### src/rtl/mem_rd_sched_pkg.sv
// Shared types, default parameters and the round-robin pick helper for the
// mem_rd_sched read scheduler.
package mem_rd_sched_pkg;

    localparam int N_REQ_DEF     = 4;
    localparam int AW_DEF        = 8;
    localparam int DW_DEF        = 8;
    localparam int RD_CYCLES_DEF = 2;

    // The helper works on the widest supported requester count; callers
    // zero-extend their vectors into this width.
    localparam int MAX_REQ = 8;
    localparam int MAX_PW  = 3;

    typedef enum logic [1:0] {
        IDLE = 2'd0,
        RD   = 2'd1,
        RSP  = 2'd2
    } rd_state_e;

    // Returns the first set request at or above ptr, wrapping at n_req.
    // The search runs from the farthest offset down to offset 0 so that the
    // nearest requester overwrites any farther one. With no request set the
    // result is ptr and is meaningless.
    function automatic logic [MAX_PW-1:0] rr_pick(
        input logic [MAX_REQ-1:0] req,
        input logic [MAX_PW-1:0]  ptr,
        input int                 n_req
    );
        logic [MAX_PW-1:0] pick;
        logic [MAX_PW-1:0] idx3;
        int                idx;
        pick = ptr;
        for (int off = MAX_REQ - 1; off >= 0; off--) begin
            idx  = (int'(ptr) + off) % n_req;
            idx3 = idx[MAX_PW-1:0];
            if ((off < n_req) && req[idx3]) begin
                pick = idx3;
            end
        end
        return pick;
    endfunction

endpackage

### src/rtl/mem_rd_sched_rr_arbiter.sv
// Combinational round-robin arbiter: picks the winning requester index from
// the request vector and the rotating priority pointer.
module rr_arbiter
    import mem_rd_sched_pkg::*;
#(
    parameter int N_REQ = N_REQ_DEF,
    parameter int PW    = 2
)(
    input  logic [N_REQ-1:0] req_i,
    input  logic [PW-1:0]    ptr_i,
    output logic [PW-1:0]    winner_o,
    output logic             any_o
);

    logic [MAX_REQ-1:0] req_ext;
    logic [MAX_PW-1:0]  ptr_ext;
    logic [MAX_PW-1:0]  pick;

    // Widen request and pointer to the helper's fixed width, then pick
    always_comb begin
        req_ext             = '0;
        req_ext[N_REQ-1:0]  = req_i;
        ptr_ext             = '0;
        ptr_ext[PW-1:0]     = ptr_i;
        pick                = rr_pick(req_ext, ptr_ext, N_REQ);
    end

    assign winner_o = PW'(pick);
    assign any_o    = |req_i;

endmodule

### src/rtl/mem_rd_sched.sv
// Round-robin read scheduler sharing one single-port memory read interface
// among N_REQ requesters. Each grant becomes one read transaction with rd
// held for RD_CYCLES cycles and a stable address, followed by a one-cycle
// response back to the winner.
// Optional protocol checkers: define MEM_RD_SCHED_ASSERT_EN.
module mem_rd_sched
    import mem_rd_sched_pkg::*;
#(
    parameter int N_REQ     = N_REQ_DEF,
    parameter int AW        = AW_DEF,
    parameter int DW        = DW_DEF,
    parameter int RD_CYCLES = RD_CYCLES_DEF
)(
    input  logic                clk,
    input  logic                rst_n,
    input  logic [N_REQ-1:0]    req,
    input  logic [N_REQ*AW-1:0] req_addr,
    output logic [N_REQ-1:0]    gnt,
    output logic [N_REQ-1:0]    rsp_valid,
    output logic [DW-1:0]       rsp_data,
    output logic                ce,
    output logic                rd,
    output logic [AW-1:0]       addr,
    input  logic [DW-1:0]       rdata
);

    localparam int PW = (N_REQ > 1) ? $clog2(N_REQ) : 1;
    localparam int CW = $clog2(RD_CYCLES);
    localparam logic [CW-1:0] CNT_LAST = CW'(RD_CYCLES - 1);
    localparam logic [PW-1:0] PTR_LAST = PW'(N_REQ - 1);

    rd_state_e         state_q, state_d;
    logic [CW-1:0]     cnt_q, cnt_d;
    logic [PW-1:0]     ptr_q, ptr_d;
    logic [PW-1:0]     win_q, win_d;
    logic [N_REQ-1:0]  gnt_q, gnt_d;
    logic [N_REQ-1:0]  rsp_valid_q, rsp_valid_d;
    logic [DW-1:0]     rsp_data_q, rsp_data_d;
    logic              ce_q, ce_d;
    logic              rd_q, rd_d;
    logic [AW-1:0]     addr_q, addr_d;

    logic [PW-1:0]     arb_win;
    logic              arb_any;

    rr_arbiter #(
        .N_REQ (N_REQ),
        .PW    (PW)
    ) u_arb (
        .req_i    (req),
        .ptr_i    (ptr_q),
        .winner_o (arb_win),
        .any_o    (arb_any)
    );

    // State, counter, pointer and all registered outputs; reset drops any
    // in-flight transaction without producing a response
    always_ff @(posedge clk or negedge rst_n) begin
        if (!rst_n) begin
            state_q     <= IDLE;
            cnt_q       <= '0;
            ptr_q       <= '0;
            win_q       <= '0;
            gnt_q       <= '0;
            rsp_valid_q <= '0;
            rsp_data_q  <= '0;
            ce_q        <= 1'b0;
            rd_q        <= 1'b0;
            addr_q      <= '0;
        end else begin
            state_q     <= state_d;
            cnt_q       <= cnt_d;
            ptr_q       <= ptr_d;
            win_q       <= win_d;
            gnt_q       <= gnt_d;
            rsp_valid_q <= rsp_valid_d;
            rsp_data_q  <= rsp_data_d;
            ce_q        <= ce_d;
            rd_q        <= rd_d;
            addr_q      <= addr_d;
        end
    end

    // Next state: arbitrate when idle or responding, otherwise run the strobe
    always_comb begin
        state_d = state_q;
        case (state_q)
            IDLE, RSP: state_d = arb_any ? RD : IDLE;
            RD:        if (cnt_q == CNT_LAST) state_d = RSP;
            default:   state_d = IDLE;
        endcase
    end

    // Next values of the registered outputs and the datapath registers
    always_comb begin
        cnt_d       = cnt_q;
        ptr_d       = ptr_q;
        win_d       = win_q;
        gnt_d       = '0;
        rsp_valid_d = '0;
        rsp_data_d  = rsp_data_q;
        ce_d        = 1'b0;
        rd_d        = 1'b0;
        addr_d      = addr_q;
        case (state_q)
            IDLE, RSP: begin
                if (arb_any) begin
                    gnt_d[arb_win] = 1'b1;
                    addr_d         = req_addr[arb_win*AW +: AW];
                    cnt_d          = '0;
                    win_d          = arb_win;
                    ptr_d          = (arb_win == PTR_LAST) ? '0 : arb_win + PW'(1);
                    ce_d           = 1'b1;
                    rd_d           = 1'b1;
                end
            end
            RD: begin
                cnt_d = cnt_q + CW'(1);
                if (cnt_q == CNT_LAST) begin
                    rsp_data_d         = rdata;
                    rsp_valid_d[win_q] = 1'b1;
                end else begin
                    ce_d = 1'b1;
                    rd_d = 1'b1;
                end
            end
            default: ;
        endcase
    end

    assign gnt       = gnt_q;
    assign rsp_valid = rsp_valid_q;
    assign rsp_data  = rsp_data_q;
    assign ce        = ce_q;
    assign rd        = rd_q;
    assign addr      = addr_q;

`ifdef MEM_RD_SCHED_ASSERT_EN
    logic          rd_prev_q;
    logic [AW-1:0] addr_prev_q;
    logic [7:0]    rd_run_q;

    // Remember the previous rd/addr and count the length of the current rd run
    always_ff @(posedge clk or negedge rst_n) begin
        if (!rst_n) begin
            rd_prev_q   <= 1'b0;
            addr_prev_q <= '0;
            rd_run_q    <= '0;
        end else begin
            rd_prev_q   <= rd;
            addr_prev_q <= addr;
            rd_run_q    <= rd ? rd_run_q + 8'd1 : 8'd0;
        end
    end

    a_rd_len: assert property (@(posedge clk) disable iff (!rst_n)
        (rd_prev_q && !rd) |-> (rd_run_q == 8'(RD_CYCLES)));

    a_addr_stable: assert property (@(posedge clk) disable iff (!rst_n)
        (rd && rd_prev_q) |-> (addr == addr_prev_q));

    a_gnt_onehot: assert property (@(posedge clk) disable iff (!rst_n)
        $onehot0(gnt));

    a_rsp_onehot: assert property (@(posedge clk) disable iff (!rst_n)
        $onehot0(rsp_valid));

    a_rd_ce: assert property (@(posedge clk) disable iff (!rst_n)
        rd |-> ce);
`endif

endmodule
### config.mk
export PLATFORM = sky130hd
export DESIGN_NAME = mem_rd_sched
export DESIGN_NICKNAME = d
export VERILOG_FILES = /design/src/rtl/mem_rd_sched_pkg.sv /design/src/rtl/mem_rd_sched_rr_arbiter.sv /design/src/rtl/mem_rd_sched.sv
export SDC_FILE = /design/constraint.sdc
export NUM_CORES = 1
export LEC_CHECK = 0
export ABC_AREA = 0
export CAP_MARGIN = 20
export CORE_MARGIN = 4
export CORE_UTILIZATION = 44
export CTS_CLUSTER_DIAMETER = 150
export DETAILED_ROUTE_END_ITERATION = 16
export PLACE_DENSITY = 0.87
export SYNTH_ARGS = -nofsm -noshare
export SYNTH_HDL_FRONTEND = slang
export SYNTH_SLANG_ARGS = --single-unit
### constraint.sdc
create_clock -name clk -period 5.15 [get_ports clk]
set_input_delay 0.515 -clock clk [delete_from_list [all_inputs] [get_ports clk]]
set_output_delay 0.515 -clock clk [all_outputs]
set_load 0.05 [all_outputs]
After elaboration in Yosys (flattened, before gate mapping):

Cells that the tools add are included.

* bits in registers: 32
* input bits: 46
* output and inout port bits: 26
* logic and storage cells: 72

* add/subtract/negate cells: 5
* $lt $le $gt $ge: 8
* equal/unequal tests: 5
* shifts and indexed selects: 1
* multiplexer cells: 29
* bitwise gates (word level): 3
* reduce and logical (&&, ||, !) cells: 12

Operator list (number)
* indexed part select 32 x 6 -> 8 bit: 1
* two-way mux 4 bit: 4
* less-than comparator 3 x 4 -> 1 bit (second input constant): 3
* two-way mux 2 bit: 6
* two-way mux 1 bit: 10
* binary-select mux 1 bit (select 3 bit): 3
* OR reduction 2 bit: 4
* less-than comparator 2 x 3 -> 1 bit (second input constant): 2
* AND reduction 2 bit: 3
* adder 2 x 1 -> 2 bit (second input constant): 2
* adder 2 bit (second input constant): 2
* demux 1 bit (select 2 bit): 2
* == test 2 bit (second input constant): 2
* greater-or-equal comparator 2 x 1 -> 1 bit (second input constant): 2
* less-than comparator 2 x 4 -> 1 bit (second input constant): 1
* inequality test 2 bit (second input constant): 2
* one-hot mux 1 bit (2 select lines): 2
* one-hot mux 2 bit (2 select lines): 1
* OR reduction 4 bit: 1
* AND 1 bit (first input constant): 3
* binary-select mux 1 bit (select 2 bit): 1
* == test 2 x 1 -> 1 bit (second input constant): 1
* logical AND 1 bit: 2
* zero test 2 bit: 1
* other kinds (2): 2

Longest topological paths before layout:

* depth after elaboration: 15
* gate-level depth with buffers: 9
* gate-level depth less buffers: 6

Hierarchy:

Synthesis repeated with hierarchy kept, for this count alone.

* cells, all modules: 127
* area, all modules: 1541.5 um2

Modules (own cells, without submodules)
* mem_rd_sched: instances 1, cells an instance 112, area an instance 1450.1 um2, sequential area each 800.8 um2
* rr_arbiter: instances 1, cells an instance 15, area an instance 91.3 um2, sequential area each 0.0 um2

Worst setup path after synthesis:

Ideal clock, no wire load.

* kind: input to register
* start: input req[0]
* end: register addr_q[2], in the netlist addr[2]
* setup time: 126 ps
* arrival: 2110 ps
* required time: 5024 ps
* path slack: 2914 ps
* stages: 7
* path buffers: 2
* cell sequence: and2b_1 > or4_1 > buf_6 > nand2_4 > buf_12 > mux2_4 > a221o_1

* word-level cells in the longest chain between the ends: 7
* elaborated cells on any way between the ends: 15
* classes of those cells: shift (1); mux (12); reduce/logical (2)

Ends and longest elaborated chain
* from (decl): RTL line mem_rd_sched.sv:16 `input logic [N_REQ-1:0] req,`
* binary-select mux 1 bit (select 3 bit): RTL line mem_rd_sched_pkg.sv:37 `if ((off < n_req) && req[idx3]) begin`
* two-way mux 1 bit (not written as such): RTL line mem_rd_sched_pkg.sv:37
* two-way mux 2 bit (4 in series): RTL line mem_rd_sched_pkg.sv:37
* indexed part select 32 x 6 -> 8 bit: RTL line mem_rd_sched.sv:109 `addr_d = req_addr[arb_win*AW +: AW];`
* to (signal assigned): RTL line mem_rd_sched.sv:80 `addr_q <= addr_d;`
* to (decl): RTL line mem_rd_sched.sv:41 `logic [AW-1:0] addr_q, addr_d;`

Several ways; a longest one is shown, not always the timed one. The select of a mux whose other input is x is not followed.
A chain may end at the register's enable or synchronous reset.

Final worst setup path:

* start: input req[3]
* end: register addr_q[0], in the netlist addr[0]

The elaborated chain is that of the path after synthesis.

==> metrics.md <==
| Metric | Value |
|---|---|
| Post-cts sizing count | `0` |
| Num rows | `21` |
| Initial Util | `0.463` |
| Final #Nets | `276` |
| CTS max path bufs | `2` |
| CTS Buf Count | `5` |
| Final hold slack | `0.483 ns` |
| Avg Cell Area, Syn | `10.2 um^2` |
| Crit path largest cell delay | `0.61 ns` |
| Final slew viol count | `0` |
| Worst-Skew Late Latency | `0.34 ns` |
| CP Class | `input pin to flop` |
| Min Clock Period, post-route | `2.67 ns` |
| Critical Path, Cell by Cell | `clkdlybuf4s50_1 > and3b_1 > or4_1 > nand2_4 > mux2_2 > a221o_1` |
| DRC violations left | `0` |
| Initial antenna violation count | `0` |
| Fmax | `0.374 GHz` |
| Leakage | `0.00107 uW` |
| CP Capture Type | `flop` |
| WL final | `4070 um` |
| Fillcell total | `272` |
| Gate Count Post-Synth | `155` |
| Fin worst setup slack | `2.48 ns` |
| Sequential fraction of the synthesis area | `0.506` |
| Pin count of the biggest net entering global routing | `33` |
| DRT antenna net count | `0` |
| Die Wd | `68.0 um` |
| I/O pins | `72` |
| Slew @ Worst Pin | `0.703 ns` |
| Post-synthesis register bit count | `32` |
| Hold path start | `rsp_data[1]` |
| Vias/cell | `5.20` |
| Pre-CTS WS | `2.13 ns` |
| Post-CTS Hold Buffers | `0` |
| Area Growth Syn to Fin | `50.3%` |
| Final setup vio count | `0` |
| Post-DP HPWL | `3080 um` |
| Placement Cell Area | `2300 um^2` |
| Setup Total Neg Slack | `0 ns` |
| Via count | `1,430` |
| Hold WC Path Type | `flop to flop` |
| VDD IR max | `343 uV` |
| Number of library cell types mapped by synthesis | `34` |
| Worst r2r src | `ptr_q[1]` |
| Diode count | `0` |
| Vias in the first global route | `1,367` |
| Clk root buf | `clkbuf_4` |
| Final hold vios | `0` |
| Sink of the worst hold path | `rsp_data[1]` |
| Die Y | `68.0 um` |
| Final instance area | `2380 um^2` |
| PortBufs | `71` |
| Clk slew on worst S/H paths | `0.10 ns` |
| CTS tree | `yes` |
| Crit path max fanout | `13` |
| Post-synth net total | `203` |
| Core area | `3420 um^2` |
| Share of cells above drive strength 1 | `0.100` |
| Total grt overflow | `0` |
| Max Cap Violations | `0` |
| CTS sink count | `32` |
| Status | `finished, final reports clean` |
| Final Skew | `0.0162 ns` |
| PD cells | `629 nW/um^2` |
| WL per Instance | `14.8 um` |
| R2R Setup Slk | `2.78 ns` |
| RSZ-0062 raised after global routing | `false` |
| Path depth of the worst reg2reg path | `5` |
| DR iter-0 viols | `74` |
| Die ar. | `4620 um^2` |
| GRT Overall Usage | `0.185` |
| CTS H-Tree Depth | `2` |
| Period utilization | `0.519` |
| Worst Path Arrival | `2.90 ns` |
| Worst r2r dst | `addr[0]` |
| Synth Warn # | `0` |
| First-pass GRT wire length | `6210 um` |
| Post-synth design cell area | `1580 um^2` |
| Setup bufs post-CTS | `0` |
| Slew headroom | `0.529` |
| Slowest stage cell on the critical path | `or4_1` |
| Startpoint class of the critical path | `input pin` |
| Req. time, crit path | `5.38 ns` |
| Placer Congestion | `0.781` |
| Worst Hold Depth | `2` |
| Drt first pass iters | `5` |
-- cells in the mapped netlist, drive strengths merged --
| cell | n | area (um^2) |
|---|---|---|
| dfrtp | 32 | 801 |
| nand2 | 32 | 128 |
| o21ai | 12 | 63.8 |
| a21oi | 10 | 50.1 |
| nand3 | 9 | 45.0 |
| a221o | 8 | 80.1 |
| mux2 | 8 | 113 |
| nor2 | 7 | 28.8 |
| buf | 4 | 50.1 |
| nor3 | 4 | 20.0 |
| clkbuf | 3 | 11.3 |
| inv | 3 | 11.3 |
| a21o | 2 | 15.0 |
| and2 | 2 | 12.5 |
| and2b | 2 | 15.0 |
| ha | 2 | 25.0 |
| nand2b | 2 | 12.5 |
| nor2b | 2 | 12.5 |
| o21a | 2 | 15.0 |
| and3 | 1 | 6.26 |
| and3b | 1 | 8.76 |
| nor3b | 1 | 7.51 |
| nor4 | 1 | 6.26 |
| o21ba | 1 | 10.0 |
| o21bai | 1 | 7.51 |
| o31ai | 1 | 12.5 |
| or2 | 1 | 6.26 |
| or4 | 1 | 7.51 |
-- layer usage --
metal | part of all wire | global-route usage | up-vias
li1 | - | - | 688
met1 | 0.40 | 0.234 | 665
met2 | 0.51 | 0.295 | 65
met3 | 0.068 | 0.0345 | 12
met4 | 0.024 | 0.104 | 0
met5 | 0 | 0 | -
-- layout by cell type (no fill, tap or decap), types with 2 or more instances in the layout --
| master | count |
|---|---|
| nor3_1 | 4 |
| dfrtp_1 | 32 |
| nand3_1 | 9 |
| nor2b_1 | 2 |
| and2_1 | 2 |
| inv_1 | 3 |
| clkbuf_4 | 5 |
| nor2_1 | 6 |
| nand2_1 | 31 |
| nand2b_1 | 2 |
| mux2_2 | 2 |
| a21o_1 | 2 |
| o21a_1 | 2 |
| a221o_1 | 8 |
| o21ai_0 | 11 |
| ha_1 | 2 |
| a21oi_1 | 10 |
| clkdlybuf4s50_1 | 71 |
| and2b_1 | 2 |
| mux2_4 | 6 |
-- worst max-delay path: cells and delay by family --
kind | cells | cell delay, ns
multiplexers | 1 | 0.36
buffers and inverters | 1 | 0.59
AO/OA/AOI/OAI | 1 | 0.32
AND/OR/NAND/NOR | 3 | 1.11
-- cells by family (layout without fill, tap and decap cells) --
| kind of cell | after synthesis | after routing | synth area share |
|---|---|---|---|
| buf+inv | 10 | 84 | 0.0459 |
| fa+ha+maj | 2 | 2 | 0.0158 |
| mux | 8 | 8 | 0.0712 |
| compound gates | 37 | 37 | 0.161 |
| simple gates | 66 | 66 | 0.200 |
| flops | 32 | 32 | 0.506 |
-- per-stage QoR --
stage | utilization | std cells | total power (uW)
2_1_floorplan | - | 155 | 1050
3_3_place_gp | 0.672 | 266 | 1290
3_5_place_dp | 0.672 | 266 | 1310
4_1_cts | 0.695 | 274 | 1500
5_1_grt | 0.696 | 275 | 1580
6_report | 0.696 | 275 | 1500
-- where the power goes --
part | total (uW) | internal, uW | switching (uW)
combinational | 878 | 322 | 556
sequential | 434 | 361 | 73.1
clock | 184 | 102 | 82.1
-- state kept, by name, summed over array words and instances, names as in the netlist --
signal / count
addr: 8
rd: 1
gnt: 4
cnt_q: 1
state_q: 2
rsp_valid: 4
rsp_data: 8
win_q: 2
ptr_q: 2
-- how the worst max path moves through the flow --
stage | from | to | slack, ns | cells after the start
finish | req[3] | addr[0] | 2.48 | 6
global route | req[3] | addr[0] | 2.40 | 6
CTS | req[3] | addr[0] | 2.48 | 6
detailed placement | req[3] | addr[0] | 2.13 | 6
global placement | req[3] | addr[1] | 2.21 | 6
floorplan | req[0] | addr[2] | 2.91 | 7
-- final cells by class --
type	count	area, um^2	share of cell area
sequential	32	801	0.337
timing repair buffer	73	723	0.304
multi-input combinational	113	708	0.298
tap	46	57.6	0.0242
clock buffer	6	41.3	0.0174
clock inverter	2	35.0	0.0147
inverter	3	11.3	0.00474
Power figures use the tool's default switching activity.
